`src/rtl/rf_wb_arbiter_if.sv`:
```
// ---------------------------------------------------------------------------
// rf_wb_arbiter_if
//
// Bundles the write-back arbiter bus signals.
//   ALU side   : alu_valid, alu_rd[4:0], alu_data[31:0] in; alu_stall out
//   Load return: ld_valid, ld_rd[4:0], ld_data[31:0] in; ld_ready out
//   RF write   : we3, a3[4:0], wd3[31:0] out
//   Issue      : issue_valid, issue_rd[4:0] in
//   Scoreboard : busy[31:0] out (only with WB_SCOREBOARD_EN defined)
//
// Modport slave is taken by the arbiter; modport master is the environment.
// ---------------------------------------------------------------------------
interface rf_wb_arbiter_if;
    logic        alu_valid;
    logic [4:0]  alu_rd;
    logic [31:0] alu_data;
    logic        alu_stall;

    logic        ld_valid;
    logic        ld_ready;
    logic [4:0]  ld_rd;
    logic [31:0] ld_data;

    logic        we3;
    logic [4:0]  a3;
    logic [31:0] wd3;

    logic        issue_valid;
    logic [4:0]  issue_rd;
`ifdef WB_SCOREBOARD_EN
    logic [31:0] busy;
`endif

    modport slave (
        input  alu_valid, alu_rd, alu_data,
        output alu_stall,
        input  ld_valid, ld_rd, ld_data,
        output ld_ready,
        output we3, a3, wd3,
        input  issue_valid, issue_rd
`ifdef WB_SCOREBOARD_EN
        , output busy
`endif
    );

    modport master (
        output alu_valid, alu_rd, alu_data,
        input  alu_stall,
        output ld_valid, ld_rd, ld_data,
        input  ld_ready,
        input  we3, a3, wd3,
        output issue_valid, issue_rd
`ifdef WB_SCOREBOARD_EN
        , input busy
`endif
    );
endinterface

```
`src/rtl/rf_wb_arbiter.sv`:
```
// ---------------------------------------------------------------------------
// rf_wb_arbiter
//
// Merges ALU results and load returns onto the single register-file write
// port. Loads are buffered in a DEPTH-entry FIFO; the ALU normally wins, but
// after STARVE_MAX consecutive wins over a non-empty FIFO a registered
// one-cycle alu_stall hands the port to the FIFO head. The write port is
// registered; writes to x0 are consumed without asserting we3.
//
// Parameters: DEPTH (power of two, 2..16), STARVE_MAX (1..15)
// Ports     : clk, rst_n (async, active low), wb (rf_wb_arbiter_if.slave)
// Option    : define WB_SCOREBOARD_EN to add the busy pending-load flags,
//             set by issue_valid/issue_rd, cleared by FIFO-sourced writes.
// ---------------------------------------------------------------------------
module rf_wb_arbiter #(
    parameter int DEPTH      = 4,
    parameter int STARVE_MAX = 3
) (
    input  logic            clk,
    input  logic            rst_n,
    rf_wb_arbiter_if.slave  wb
);
    localparam int PW = (DEPTH > 1) ? $clog2(DEPTH) : 1;
    localparam logic [PW:0] FULL_CNT   = (PW+1)'(DEPTH);
    localparam logic [3:0]  STARVE_LIM = 4'(STARVE_MAX);

    // FIFO storage: {rd, data}
    logic [36:0]   mem [DEPTH];
    logic [PW-1:0] wr_ptr_q, rd_ptr_q;
    logic [PW:0]   count_q;
    logic          empty, full;
    logic [4:0]    head_rd;
    logic [31:0]   head_data;
    logic          push, pop;

    // Arbitration
    logic          sel_alu, sel_fifo;
    logic [4:0]    sel_rd;
    logic [31:0]   sel_data;

    // Starvation control
    logic [3:0]    starve_q, starve_d;
    logic          stall_q, stall_d;

    // Registered write port
    logic          we3_q;
    logic [4:0]    a3_q;
    logic [31:0]   wd3_q;

    assign empty = (count_q == '0);
    assign full  = (count_q == FULL_CNT);
    assign {head_rd, head_data} = mem[rd_ptr_q];

    // ld_ready comes from registered occupancy only, so a full FIFO being
    // popped this cycle still refuses the new load.
    assign push = wb.ld_valid && !full;
    assign pop  = sel_fifo;

    always_comb begin
        sel_alu  = 1'b0;
        sel_fifo = 1'b0;
        if (stall_q) begin
            sel_fifo = !empty;
        end else if (wb.alu_valid) begin
            sel_alu = 1'b1;
        end else begin
            sel_fifo = !empty;
        end
        sel_rd   = sel_alu ? wb.alu_rd   : head_rd;
        sel_data = sel_alu ? wb.alu_data : head_data;
    end

    // The counter holds STARVE_MAX during the stall cycle and clears there,
    // because the ALU cannot be selected while alu_stall is high.
    always_comb begin
        starve_d = '0;
        stall_d  = 1'b0;
        if (sel_alu && !empty) begin
            starve_d = starve_q + 4'd1;
            stall_d  = (starve_d == STARVE_LIM);
        end
    end

    always_ff @(posedge clk) begin
        if (push) begin
            mem[wr_ptr_q] <= {wb.ld_rd, wb.ld_data};
        end
    end

    always_ff @(posedge clk or negedge rst_n) begin
        if (!rst_n) begin
            wr_ptr_q <= '0;
            rd_ptr_q <= '0;
            count_q  <= '0;
            starve_q <= '0;
            stall_q  <= 1'b0;
            we3_q    <= 1'b0;
            a3_q     <= '0;
            wd3_q    <= '0;
        end else begin
            if (push) begin
                wr_ptr_q <= wr_ptr_q + 1'b1;
            end
            if (pop) begin
                rd_ptr_q <= rd_ptr_q + 1'b1;
            end
            case ({push, pop})
                2'b10:   count_q <= count_q + 1'b1;
                2'b01:   count_q <= count_q - 1'b1;
                default: count_q <= count_q;
            endcase
            starve_q <= starve_d;
            stall_q  <= stall_d;
            we3_q    <= (sel_alu || sel_fifo) && (sel_rd != 5'd0);
            if (sel_alu || sel_fifo) begin
                a3_q  <= sel_rd;
                wd3_q <= sel_data;
            end
        end
    end

    assign wb.ld_ready  = !full;
    assign wb.alu_stall = stall_q;
    assign wb.we3       = we3_q;
    assign wb.a3        = a3_q;
    assign wb.wd3       = wd3_q;

`ifdef WB_SCOREBOARD_EN
    logic [31:0] busy_q, busy_set, busy_clr;

    // Clear lands on the same edge that raises we3 for the FIFO write;
    // a coincident set takes precedence, and bit 0 is never held.
    always_comb begin
        busy_set = '0;
        busy_clr = '0;
        if (wb.issue_valid) begin
            busy_set[wb.issue_rd] = 1'b1;
        end
        if (sel_fifo && (head_rd != 5'd0)) begin
            busy_clr[head_rd] = 1'b1;
        end
    end

    always_ff @(posedge clk or negedge rst_n) begin
        if (!rst_n) begin
            busy_q <= '0;
        end else begin
            busy_q <= ((busy_q & ~busy_clr) | busy_set) & ~32'd1;
        end
    end

    assign wb.busy = busy_q;
`else
    logic unused_issue;
    assign unused_issue = wb.issue_valid ^ (^wb.issue_rd);
`endif
endmodule

```
`src/flat_wrapper.sv`:
```
// flat-port wrapper written by rule: the top's interface ports become plain ports
module rf_wb_arbiter_flat 
#(
    parameter int DEPTH      = 4,
    parameter int STARVE_MAX = 3
)
  (clk, rst_n, wb_alu_valid, wb_alu_rd, wb_alu_data, wb_alu_stall, wb_ld_valid, wb_ld_rd, wb_ld_data, wb_ld_ready, wb_we3, wb_a3, wb_wd3, wb_issue_valid, wb_issue_rd);
  rf_wb_arbiter_if wb_i ();
  input  logic clk;
  input  logic rst_n;
  input wire logic [$bits(wb_i.alu_valid)-1:0] wb_alu_valid;
  input wire logic [$bits(wb_i.alu_rd)-1:0] wb_alu_rd;
  input wire logic [$bits(wb_i.alu_data)-1:0] wb_alu_data;
  output wire logic [$bits(wb_i.alu_stall)-1:0] wb_alu_stall;
  input wire logic [$bits(wb_i.ld_valid)-1:0] wb_ld_valid;
  input wire logic [$bits(wb_i.ld_rd)-1:0] wb_ld_rd;
  input wire logic [$bits(wb_i.ld_data)-1:0] wb_ld_data;
  output wire logic [$bits(wb_i.ld_ready)-1:0] wb_ld_ready;
  output wire logic [$bits(wb_i.we3)-1:0] wb_we3;
  output wire logic [$bits(wb_i.a3)-1:0] wb_a3;
  output wire logic [$bits(wb_i.wd3)-1:0] wb_wd3;
  input wire logic [$bits(wb_i.issue_valid)-1:0] wb_issue_valid;
  input wire logic [$bits(wb_i.issue_rd)-1:0] wb_issue_rd;
  assign wb_i.alu_valid = wb_alu_valid;
  assign wb_i.alu_rd = wb_alu_rd;
  assign wb_i.alu_data = wb_alu_data;
  assign wb_alu_stall = wb_i.alu_stall;
  assign wb_i.ld_valid = wb_ld_valid;
  assign wb_i.ld_rd = wb_ld_rd;
  assign wb_i.ld_data = wb_ld_data;
  assign wb_ld_ready = wb_i.ld_ready;
  assign wb_we3 = wb_i.we3;
  assign wb_a3 = wb_i.a3;
  assign wb_wd3 = wb_i.wd3;
  assign wb_i.issue_valid = wb_issue_valid;
  assign wb_i.issue_rd = wb_issue_rd;
  rf_wb_arbiter #(.DEPTH(DEPTH), .STARVE_MAX(STARVE_MAX)) u_core (.clk(clk), .rst_n(rst_n), .wb(wb_i));
endmodule
```
`config.mk`:
```
export PLATFORM = sky130hd
export DESIGN_NAME = rf_wb_arbiter_flat
export DESIGN_NICKNAME = d
export VERILOG_FILES = /design/src/rtl/rf_wb_arbiter_if.sv /design/src/rtl/rf_wb_arbiter.sv /design/src/flat_wrapper.sv
export SDC_FILE = /design/constraint.sdc
export NUM_CORES = 1
export LEC_CHECK = 0
export CORE_MARGIN = 2
export CORE_UTILIZATION = 57
export DETAILED_ROUTE_END_ITERATION = 10
export DONT_BUFFER_PORTS = 1
export PLACE_DENSITY = 0.72
export SLEW_MARGIN = 20
export SYNTH_ARGS = -nofsm -noshare
export SYNTH_HDL_FRONTEND = slang
export SYNTH_SLANG_ARGS = --single-unit
```
`constraint.sdc`:
```
create_clock -name clk -period 2.15 [get_ports clk]
set_clock_uncertainty 0.05 [all_clocks]
set_input_delay 0.215 -clock clk [delete_from_list [all_inputs] [get_ports clk]]
set_output_delay 0.215 -clock clk [all_outputs]
set_load 0.1 [all_outputs]
```
=== After elaboration in Yosys (flattened, before gate mapping) ===
Memories as Yosys holds them, arrays and structs flattened.
Cells that the tools add are included.

* Bits in registers: 50
* Memory bits (writable): 148
* Bits of input ports: 84
* Output and inout port bits: 40
* Word-level logic and storage cells: 38
* Memories: 1

* $add $sub $neg: 5
* Equality and inequality tests: 4
* Mux-type cells: 11
* Reductions and logical operators: 9

{| class="wikitable"
|+ Memory list
! name !! depth !! bits a word !! rd ports !! clocked after Yosys merged registers in !! wr ports !! line !! RTL
|-
| u_core.mem || 4 || 37 || 1 || 0 || 1 || rf_wb_arbiter.sv:28 || <nowiki>logic [36:0] mem [DEPTH];</nowiki>
|}

{| class="wikitable"
|+ Operators with widths
! kind !! count
|-
| two-way mux 32 bit || 1
|-
| two-way mux 1 bit || 7
|-
| case mux 3 bit (2 select lines) || 1
|-
| two-way mux 5 bit || 1
|-
| nonzero test 5 bit || 1
|-
| adder 2 x 1 -> 2 bit (second input constant) || 2
|-
| adder 4 x 1 -> 4 bit (second input constant) || 1
|-
| == test 4 x 2 -> 1 bit (second input constant) || 1
|-
| two-way mux 4 bit || 1
|-
| adder 3 x 1 -> 3 bit (second input constant) || 1
|-
| == test 3 bit (second input constant) || 1
|-
| logical AND 1 bit || 3
|-
| logical NOT 3 bit || 1
|-
| subtractor 3 x 1 -> 3 bit (second input constant) || 1
|-
| == test 2 x 1 -> 1 bit (second input constant) || 1
|-
| == test 2 bit (second input constant) || 1
|-
| logical NOT 1 bit || 2
|-
| nonzero test 2 bit || 1
|-
| logical OR 1 bit || 1
|}

=== Longest topological paths before layout ===
Gate-level depths: netlist (run 1).

* Depth after elaboration: 6
* Gate-level depth with buffers: 10
* Mapped depth without buffers: 10

=== Worst setup path before layout (run 1) ===
OpenSTA, ideal clock, no wires.

* Path type: register to register
* Start point: register u_core.count_q[0]
* End point: register u_core.count_q[2]
* Arrival: 2.842 ns
* Data required time: 2.021 ns
* Setup slack: -0.821 ns
* Stages on the path, launching flop included: 11
* Path buffers: 0
* Period minus slack after synthesis: 2.971 ns
* Cell sequence: dfrtp_1 -> inv_1 -> nand3_1 -> and2_1 -> inv_1 -> ha_1 -> inv_1 -> fa_1 -> xor2_1 -> nor2_1 -> xor2_1

{| class="wikitable"
|+ RTL lines
! item !! line !! RTL
|-
| from (decl) || rf_wb_arbiter.sv:30 || <nowiki>logic [PW:0] count_q;</nowiki>
|-
| from (signal assigned) || rf_wb_arbiter.sv:108 || <nowiki>2'b10: count_q <= count_q + 1'b1;</nowiki>
|-
| from (signal assigned) || rf_wb_arbiter.sv:109 || <nowiki>2'b01: count_q <= count_q - 1'b1;</nowiki>
|-
| from (signal assigned) || rf_wb_arbiter.sv:110 || <nowiki>default: count_q <= count_q;</nowiki>
|-
| == test 3 bit (*) || rf_wb_arbiter.sv:51 || <nowiki>assign full = (count_q == FULL_CNT);</nowiki>
|-
| logical NOT 1 bit (*) || -- ||
|-
| via wb_ld_ready || flat_wrapper.sv:18 || <nowiki>output wire logic [$bits(wb_i.ld_ready)-1:0] wb_ld_ready;</nowiki>
|-
| logical AND 1 bit (*) || rf_wb_arbiter.sv:56 || <nowiki>assign push = wb.ld_valid && !full;</nowiki>
|-
| == test 2 x 1 -> 1 bit or == test 2 bit (tied branches) || rf_wb_arbiter.sv:107 || <nowiki>case ({push, pop})</nowiki>
|-
| case mux 3 bit (2 select lines) or nonzero test 2 bit (tied branches) || -- ||
|}

Mark *: on every way through the listed nets, which the timed path passes. The rest lies on a longest branch.
A chain may end at the register's enable or synchronous reset.

=== Worst setup path after layout (run 1) ===
* Start point: register u_core.count_q[0]
* End point: register u_core.count_q[2]

* Cells in the longest elaborated chain, start to end: 6

{| class="wikitable"
|+ RTL lines
! item !! line !! RTL
|-
| logical NOT 3 bit || rf_wb_arbiter.sv:50 || <nowiki>assign empty = (count_q == '0);</nowiki>
|-
| logical NOT 1 bit || rf_wb_arbiter.sv:63, rf_wb_arbiter.sv:67 ||
|-
| two-way mux 1 bit || rf_wb_arbiter.sv:64 || <nowiki>end else if (wb.alu_valid) begin</nowiki>
|-
| two-way mux 1 bit || rf_wb_arbiter.sv:62 || <nowiki>if (stall_q) begin</nowiki>
|-
| == test 2 x 1 -> 1 bit or == test 2 bit (tied branches) || rf_wb_arbiter.sv:107 ||
|-
| case mux 3 bit (2 select lines) or nonzero test 2 bit (tied branches) || -- ||
|}

Several ways; a longest one is shown, not always the timed one.

==> impl_summary.txt, run 1 <==
----------------------------------------------------
[Outcome]
  Run status ... finished clean

[Drt]
  Routed wire length per instance ... 19.4 microns
  Post-DRT Antenna Nets ... 0
  Via-per-instance ratio ... 5.45
  Detailed Routing Iterations Pass 1 ... 4
  DRT iter0 DRCs ... 193
  Remaining DRCs ... 0
  Total via count after detailed routing ... 3992
  WL final ... 14200 microns

[Pwr]
  Areal power density over the cells ... 1530 mW/mm^2
  Leak Pwr ... 0.00353 uW
  Worst-case vdd ir drop ... 1030 uV

[Floorplan]
  Placeable Area ... 0.0132 sq mm
  Row Count ... 42
  Die width ... 120 microns
  Number of top-level pins ... 124
  Die outline height ... 120 microns
  Initial Util ... 58.2%
  Area of the die ... 0.0144 sq mm

[Timing]
  Max-slew headroom at the worst pin ... 68.9%
  Worst-case setup margin in the final layout ... 0.225 ns
  Pins over their slew limit ... 0
  Final Hold Violating Endpoints ... 0
  Number of endpoints failing setup at the final stage ... 0
  RSZ-0062 raised after global routing ... no
  Slew @ Worst Pin ... 0.467 ns
  Part of the cycle the worst path needs ... 89.5%
  Period minus WS final ... 1.93 ns
  Peak clock frequency supported by timing ... 519 MHz

[Clock network]
  Depth of the CTS H-tree ... 4
  Sinks on the clock net ... 198
  Num CTS Buffers ... 17
  Maximum number of buffers from clock root to sink ... 2
  Clock Latency Late Sink ... 0.43 ns
  Clock slew at the register clock pins of the worst setup and hold paths ... 0.06 ns
  Clock tree from TritonCTS ... built
  Clock root buffer ... sky130_fd_sc_hd__clkbuf_16

[Setup path]
  Startpoint kind of the worst setup timing path ... register
  Reg-to-reg startpoint ... u_core.count_q[0]
  Data arrival, critical path ... 2.22 ns
  Critical path origin ... u_core.count_q[0]
  Startpoint-to-endpoint class of the critical path ... register to register
  Worst setup path end ... u_core.count_q[2]
  Top fanout value on the critical path ... 3
  Worst setup EP type ... register
  Worst flop-to-flop path endpoint ... u_core.count_q[2]
  Data required time at the worst endpoint ... 2.45 ns
  R2R cell count ... 10
  R2R setup slack ... 0.22 ns
  Cell with the biggest individual delay on the critical path ... sky130_fd_sc_hd__dfrtp_1
  Maximum cell stage delay along the critical path ... 0.44 ns
  Cells traversed along the worst timing path ... inv_2 -> nand3_4 -> and2_4 -> inv_2 -> ha_4 -> inv_1 -> fa_1 -> xor2_1 -> nor2_1 -> xor2_1

[GRT]
  Tot GR Track Use ... 21.3%
  Via count of the first global-routing pass ... 4224
  Wire length of the first global-routing pass ... 22500 microns
  Total congestion overflow after global routing ... 0
  Number of antenna violations at the first check in global routing ... 0
  Largest net degree at the start of global routing ... 72

[Placed design]
  Gp weighted congestion ... 0.729
  Pre-CTS WS ... 0.0509 ns
  Post-DP HPWL ... 8560 microns
  Buffers on Ports ... 0
  Inst Count DP ... 626
  Area post-placement ... 0.00839 sq mm

[Logic synthesis]
  Syn Inst Count ... 414
  Async S/R FF share, synth ... 25.3%
  Cell with the most instances after synthesis ... sky130_fd_sc_hd__edfxtp_1
  Mapped Nets ... 506
  Average cell area after synthesis ... 18.5 sq um
  Share of the yosys chip area belonging to registers ... 74.2%
  #FFs+latches synth ... 198
  Cell types with the largest area share after synthesis ... sky130_fd_sc_hd__edfxtp_1 (58%), sky130_fd_sc_hd__dfrtp_1 (16%), sky130_fd_sc_hd__mux4_2 (11%), sky130_fd_sc_hd__mux2i_1 (5.0%), sky130_fd_sc_hd__o21ai_1 (2.0%)
  Top FF cell, synth ... sky130_fd_sc_hd__edfxtp_1
  Post-synth EDFFs ... 148
  Synthesized area ... 0.00768 sq mm
  Most used standard cells in the synthesized netlist ... sky130_fd_sc_hd__edfxtp_1 (148), sky130_fd_sc_hd__dfrtp_1 (50), sky130_fd_sc_hd__mux2i_1 (38), sky130_fd_sc_hd__mux4_2 (37), sky130_fd_sc_hd__nand2_1 (35)
  Number of synthesis warnings ... 0
  Synth cell types ... 27
  Synth top area share ... 57.9%
  Cell taking the most area after synthesis ... sky130_fd_sc_hd__edfxtp_1

[Finish]
  Post-layout nets ... 637
  Post-Layout Inst Area ... 0.00972 sq mm
  Filler cell count in the final layout ... 809
  Number of antenna cells inserted ... 0
  Post-synthesis to final-layout area growth ... 26.7%
  Final standard cell count with taps included and fillers excluded ... 733
  Share of cells above drive strength 1 ... 25.0%

[Flow run]
  Max-cap violations ... 0

[Worst hold path]
  Hold crit path type ... primary input to register

----------------------------------------------------
[repair_timing]
item	CTS	global route
gates resized for setup	0	1
setup endpoints to repair	0	5
buffers inserted	0	0
hold endpoints to repair	236	0
hold buffers	76	0
[area by class of cell]
class | instances | area, sq um | share of cell area, %
Clock inverter | 11 | 110 | 1.13
Timing Repair Buffer | 132 | 1320 | 13.5
Inverter | 7 | 26.3 | 0.270
Tap cell | 176 | 220 | 2.26
Sequential cell | 198 | 5700 | 58.6
Multi-Input combinational cell | 189 | 1900 | 19.6
Clock buffer | 20 | 447 | 4.59
[per-layer routing]
metal  part of all wire [%]  up-vias  GRT usage (%)
met4                    1.6        0           8.82
met5                      0        -              0
met3                    4.8       17           4.47
li1                       -     1859              -
met1                     41     2000           26.7
met2                     53      116           36.5
[worst min path at each step]
stage | from | to | slack, ns | cells past startpoint
after floorplan | rst_n | u_core.count_q[0] | -0.13 | 0
after global placement | rst_n | u_core.wb.wd3[21] | -0.13 | 0
after detailed placement | rst_n | u_core.wb.wd3[21] | -0.13 | 0
after CTS | wb_alu_rd[3] | u_core.wb.a3[3] | 0.009 | 2
after global routing | wb_alu_rd[3] | u_core.wb.we3 | 0.04 | 3
final | wb_alu_rd[3] | u_core.wb.a3[3] | 0.01 | 2
[logic make-up (layout without fill, tap and decap cells)]
group	Yosys count	after routing	synth area share (%)
AOI/OAI and AO/OA	38	38	2.51
xor gates and xnor gates	8	8	0.913
adders and majority gates	8	8	1.40
buffers and inverters	27	170	1.70
DFF	198	198	74.2
muxes	76	76	16.0
and+or+nand+nor	59	59	3.33
[worst max-delay path: cells and delay by family (launching register included)]
family | cells | cell delay, ns
buffers and inverters | 3 | 0.22
AND/OR/NAND/NOR | 3 | 0.34
XOR/XNOR | 2 | 0.30
adder cells (fa/ha/maj) | 2 | 0.49
flip-flops | 1 | 0.44
[where the power goes]
part           switching (uW)  total (uW)  internal (uW)
sequential                423        5580           5150
clock                    1280        3000           1720
combinational            4260        6340           2080
[registers in the layout (all words and copies together), names as in the netlist]
name and flops:
u_core.wb.wd3 32, u_core.count_q 3, u_core.starve_q 4, u_core.wr_ptr_q 2
u_core.rd_ptr_q 2, u_core.wb.a3 5, u_core.wb.we3 1, u_core.wb.alu_stall 1
u_core.mem 148
[placed cells by master (no fill, tap or decap), types with 2 or more instances in the layout]
| cell type | Yosys | final |
|---|---|---|
| sky130_fd_sc_hd__ha_1 | 7 | 6 |
| sky130_fd_sc_hd__xnor2_1 | 5 | 5 |
| sky130_fd_sc_hd__nand2_1 | 35 | 35 |
| sky130_fd_sc_hd__edfxtp_1 | 148 | 148 |
| sky130_fd_sc_hd__inv_2 | 0 | 3 |
| sky130_fd_sc_hd__o21ai_0 | 2 | 2 |
| sky130_fd_sc_hd__dlygate4sd3_1 | 0 | 75 |
| sky130_fd_sc_hd__o21ai_1 | 30 | 30 |
| sky130_fd_sc_hd__a21oi_1 | 5 | 5 |
| sky130_fd_sc_hd__nand2b_1 | 2 | 2 |
| sky130_fd_sc_hd__mux2i_1 | 38 | 38 |
| sky130_fd_sc_hd__buf_12 | 0 | 9 |
| sky130_fd_sc_hd__nor2_1 | 10 | 9 |
| sky130_fd_sc_hd__nand3_1 | 3 | 2 |
| sky130_fd_sc_hd__buf_4 | 4 | 46 |
| sky130_fd_sc_hd__mux4_2 | 37 | 37 |
| sky130_fd_sc_hd__clkbuf_1 | 10 | 2 |
| sky130_fd_sc_hd__clkbuf_16 | 0 | 17 |
| sky130_fd_sc_hd__dfrtp_2 | 0 | 2 |
| sky130_fd_sc_hd__bufinv_16 | 0 | 2 |
| sky130_fd_sc_hd__and3_2 | 0 | 4 |
| sky130_fd_sc_hd__clkinv_2 | 0 | 6 |
| sky130_fd_sc_hd__dfrtp_1 | 50 | 47 |
| sky130_fd_sc_hd__inv_1 | 7 | 4 |
| sky130_fd_sc_hd__xor2_1 | 3 | 3 |
[stage by stage]
stage / hold WS (ns) / util, % / TNS, ns / total power (uW)
final: 0.0109 / 73.7 / 0 / 14900
after global routing: 0.0376 / 73.7 / 0 / 15600
after CTS: 0.00913 / 73.7 / 0 / 15000
after detailed placement: -0.129 / 63.6 / 0 / 11900
after global placement: -0.129 / 63.6 / 0 / 11700
after floorplan: -0.131 / - / -0.0295 / 10400
No activity file was read; power rests on OpenSTA's default activity.
==> run 2, diff against run 1 <==
==> constraint.sdc (replaced) <==
create_clock -name clk -period 2.15 [get_ports clk]
set_clock_uncertainty 0.05 [all_clocks]
set_input_delay 0.43 -clock clk [delete_from_list [all_inputs] [get_ports clk]]
set_output_delay 0.43 -clock clk [all_outputs]
set_load 0.1 [all_outputs]
==> run 2 against run 1 <==
Compared with the run above:
- worst hold slack better by 0.034 ns
- clock-buffer cell count is 2 higher
- critical path type unchanged
- global-route usage is 1.0 points lower
- highest routed layer unchanged
==> impl_summary.txt, run 2 (synthesized netlist as in run 1, its figures left out) <==
----------------------------------------------------
[Placed design]
  Gp weighted congestion ... 0.738
  Post-DP HPWL ... 8620 microns
  Buffers on Ports ... 0

[Clock network]
  Clock slew at the register clock pins of the worst setup and hold paths ... 0.07 ns
  Clock root buffer ... sky130_fd_sc_hd__clkbuf_16
  Maximum number of buffers from clock root to sink ... 2
  Clock Latency Late Sink ... 0.42 ns
  Clock tree from TritonCTS ... built
  Num CTS Buffers ... 17
  Depth of the CTS H-tree ... 4
  Sinks on the clock net ... 198
  Number of buffers inserted to repair setup after CTS ... 0

[GRT]
  Via count of the first global-routing pass ... 3939
  Tot GR Track Use ... 20.3%
  Largest net degree at the start of global routing ... 51
  Number of antenna violations at the first check in global routing ... 0
  Wire length of the first global-routing pass ... 21100 microns
  Total congestion overflow after global routing ... 0

[Setup path]
  Cell with the biggest individual delay on the critical path ... sky130_fd_sc_hd__dfrtp_1
  Cells traversed along the worst timing path ... inv_2 -> nand3_4 -> and2_4 -> inv_2 -> ha_4 -> inv_1 -> fa_1 -> xor2_1 -> nor2_1 -> xor2_1
  R2R cell count ... 10
  Data required time at the worst endpoint ... 2.44 ns
  Number of gates on the worst path with buffers counted ... 10
  Worst setup EP type ... register
  Count of buffering cells on the critical path with inverters included ... 3
  Top fanout value on the critical path ... 3
  Kind of cell adding the most delay to the critical path ... adder cells
  Startpoint-to-endpoint class of the critical path ... register to register
  Data arrival, critical path ... 2.24 ns
  Maximum cell stage delay along the critical path ... 0.44 ns
  Startpoint kind of the worst setup timing path ... register

[Finish]
  Most frequent cells in the layout ... sky130_fd_sc_hd__edfxtp_1 (148), sky130_fd_sc_hd__dfrtp_1 (47), sky130_fd_sc_hd__buf_4 (44)
  Post-layout nets ... 562
  Register containing the most flip-flops in the final layout ... u_core.mem
  Most common cell after layout, fill and taps aside ... sky130_fd_sc_hd__edfxtp_1
  Number of antenna cells inserted ... 0
  Max reg flops ... 148
  Share of cells above drive strength 1 ... 29.2%
  Post-synthesis to final-layout area growth ... 17.4%
  Filler cell count in the final layout ... 888
  Post-Route Utilization ... 68.3%

[Floorplan]
  Placeable Area ... 0.0132 sq mm
  Initial Util ... 58.2%
  Die width ... 120 microns
  Area of the die ... 0.0144 sq mm
  Die outline height ... 120 microns
  Row Count ... 42
  Number of top-level pins ... 124

[Worst hold path]
  WHS Path Cells ... 0
  Hold crit path type ... primary input to register

[Drt]
  Post-DRT Antenna Nets ... 0
  DRT iter0 DRCs ... 172
  Via-per-instance ratio ... 5.65
  Total via count after detailed routing ... 3723
  Remaining DRCs ... 0
  Detailed Routing Iterations Pass 1 ... 4
  Routed wire length per instance ... 20.4 microns
  WL final ... 13500 microns

[Timing]
  Peak clock frequency supported by timing ... 513 MHz
  Number of endpoints failing setup at the final stage ... 0
  Final worst hold slack ... 0.0453 ns
  Max-slew headroom at the worst pin ... 69.2%
  Pins over their slew limit ... 0
  Slew @ Worst Pin ... 0.462 ns
  Period minus WS final ... 1.95 ns
  Final Hold Violating Endpoints ... 0
  RSZ-0062 raised after global routing ... no
  Part of the cycle the worst path needs ... 90.6%

[Flow run]
  Max-cap violations ... 0

[Pwr]
  Portion of total power attributed to the clock network ... 20.4%
  Worst-case vdd ir drop ... 944 uV
  Areal power density over the cells ... 1650 mW/mm^2
  Sequential share of power ... 37.4%
  Relative contribution of combinational cells to total power ... 42.2%
  Leak Pwr ... 0.00322 uW
  Sw Ratio ... 40.0%
  Switching Power ... 5940 uW
  Cell-internal power ... 8890 uW

[Outcome]
  Run status ... finished clean

----------------------------------------------------
-- run 2: changes by cell type in the layout (fill, tap and decap cells not counted), moves of 2 or more --
cell                            change
sky130_fd_sc_hd__buf_4              -2
sky130_fd_sc_hd__clkbuf_8           +3
sky130_fd_sc_hd__clkinv_2           -5
sky130_fd_sc_hd__clkinvlp_4         +4
sky130_fd_sc_hd__dlygate4sd3_1     -74
-- run 2: area by class of cell --
type / instances / area, sq um / share of cell area (%)
Sequential cell: 198 / 5700 / 63.3
Tap cell: 176 / 220 / 2.44
Clock buffer: 22 / 484 / 5.37
Timing Repair Buffer: 57 / 579 / 6.43
Clock inverter: 10 / 96.3 / 1.07
Inverter: 7 / 26.3 / 0.292
Multi-Input combinational cell: 189 / 1900 / 21.1
-- run 2: routing by layer --
layer	share of wire [%]	track usage (%)	vias to the layer above	routed length [microns]
li1	-	-	1700	-
met1	39	24.2	1870	5190
met2	52	33.9	133	6990
met3	7.8	6.61	20	1040
met4	1.7	8.82	0	224
met5	0	0	-	0
-- run 2: final timing paths --
kind	end	slack (ns)	start
worst max-delay path	u_core.count_q[2]	0.20	u_core.count_q[0]
max in group asynchronous	u_core.wb.alu_stall	1.32	rst_n
worst min register to register	u_core.starve_q[0]	0.45	u_core.starve_q[0]
worst max register to register	u_core.count_q[2]	0.20	u_core.count_q[0]
worst min-delay path	u_core.mem[2][16]	0.05	wb_ld_data[16]
min in group asynchronous	u_core.wb.wd3[22]	0.48	rst_n
-- run 2: power by group through the flow --
stage / Combinational, uW / Sequential [uW] / Clock, uW
2_1_floorplan: 2480 / 7910 / 0
3_3_place_gp: 6190 / 5570 / 0
3_5_place_dp: 6310 / 5640 / 0
4_1_cts: 6340 / 5560 / 3090
5_1_grt: 6600 / 5640 / 3250
6_report: 6250 / 5550 / 3030
-- run 2: stage by stage --
stage | cell area (sq um) | worst slack, ns | setup TNS [ns] | std cells | power [uW]
floorplan | 7720 | -0.0295 | -0.0295 | 414 | 10400
global placement | 8390 | 0.185 | 0 | 625 | 11800
detailed placement | 8390 | 0.0183 | 0 | 625 | 11900
CTS | 9010 | 0.0149 | 0 | 659 | 15000
global route | 9010 | 0.0932 | 0 | 659 | 15500
finish | 9010 | 0.202 | 0 | 659 | 14800
-- run 2: timing repair --
action,CTS,global route
hold buffers,2,0
gates resized for setup,0,1
hold endpoints to repair,50,0
endpoints found under the setup margin,0,5
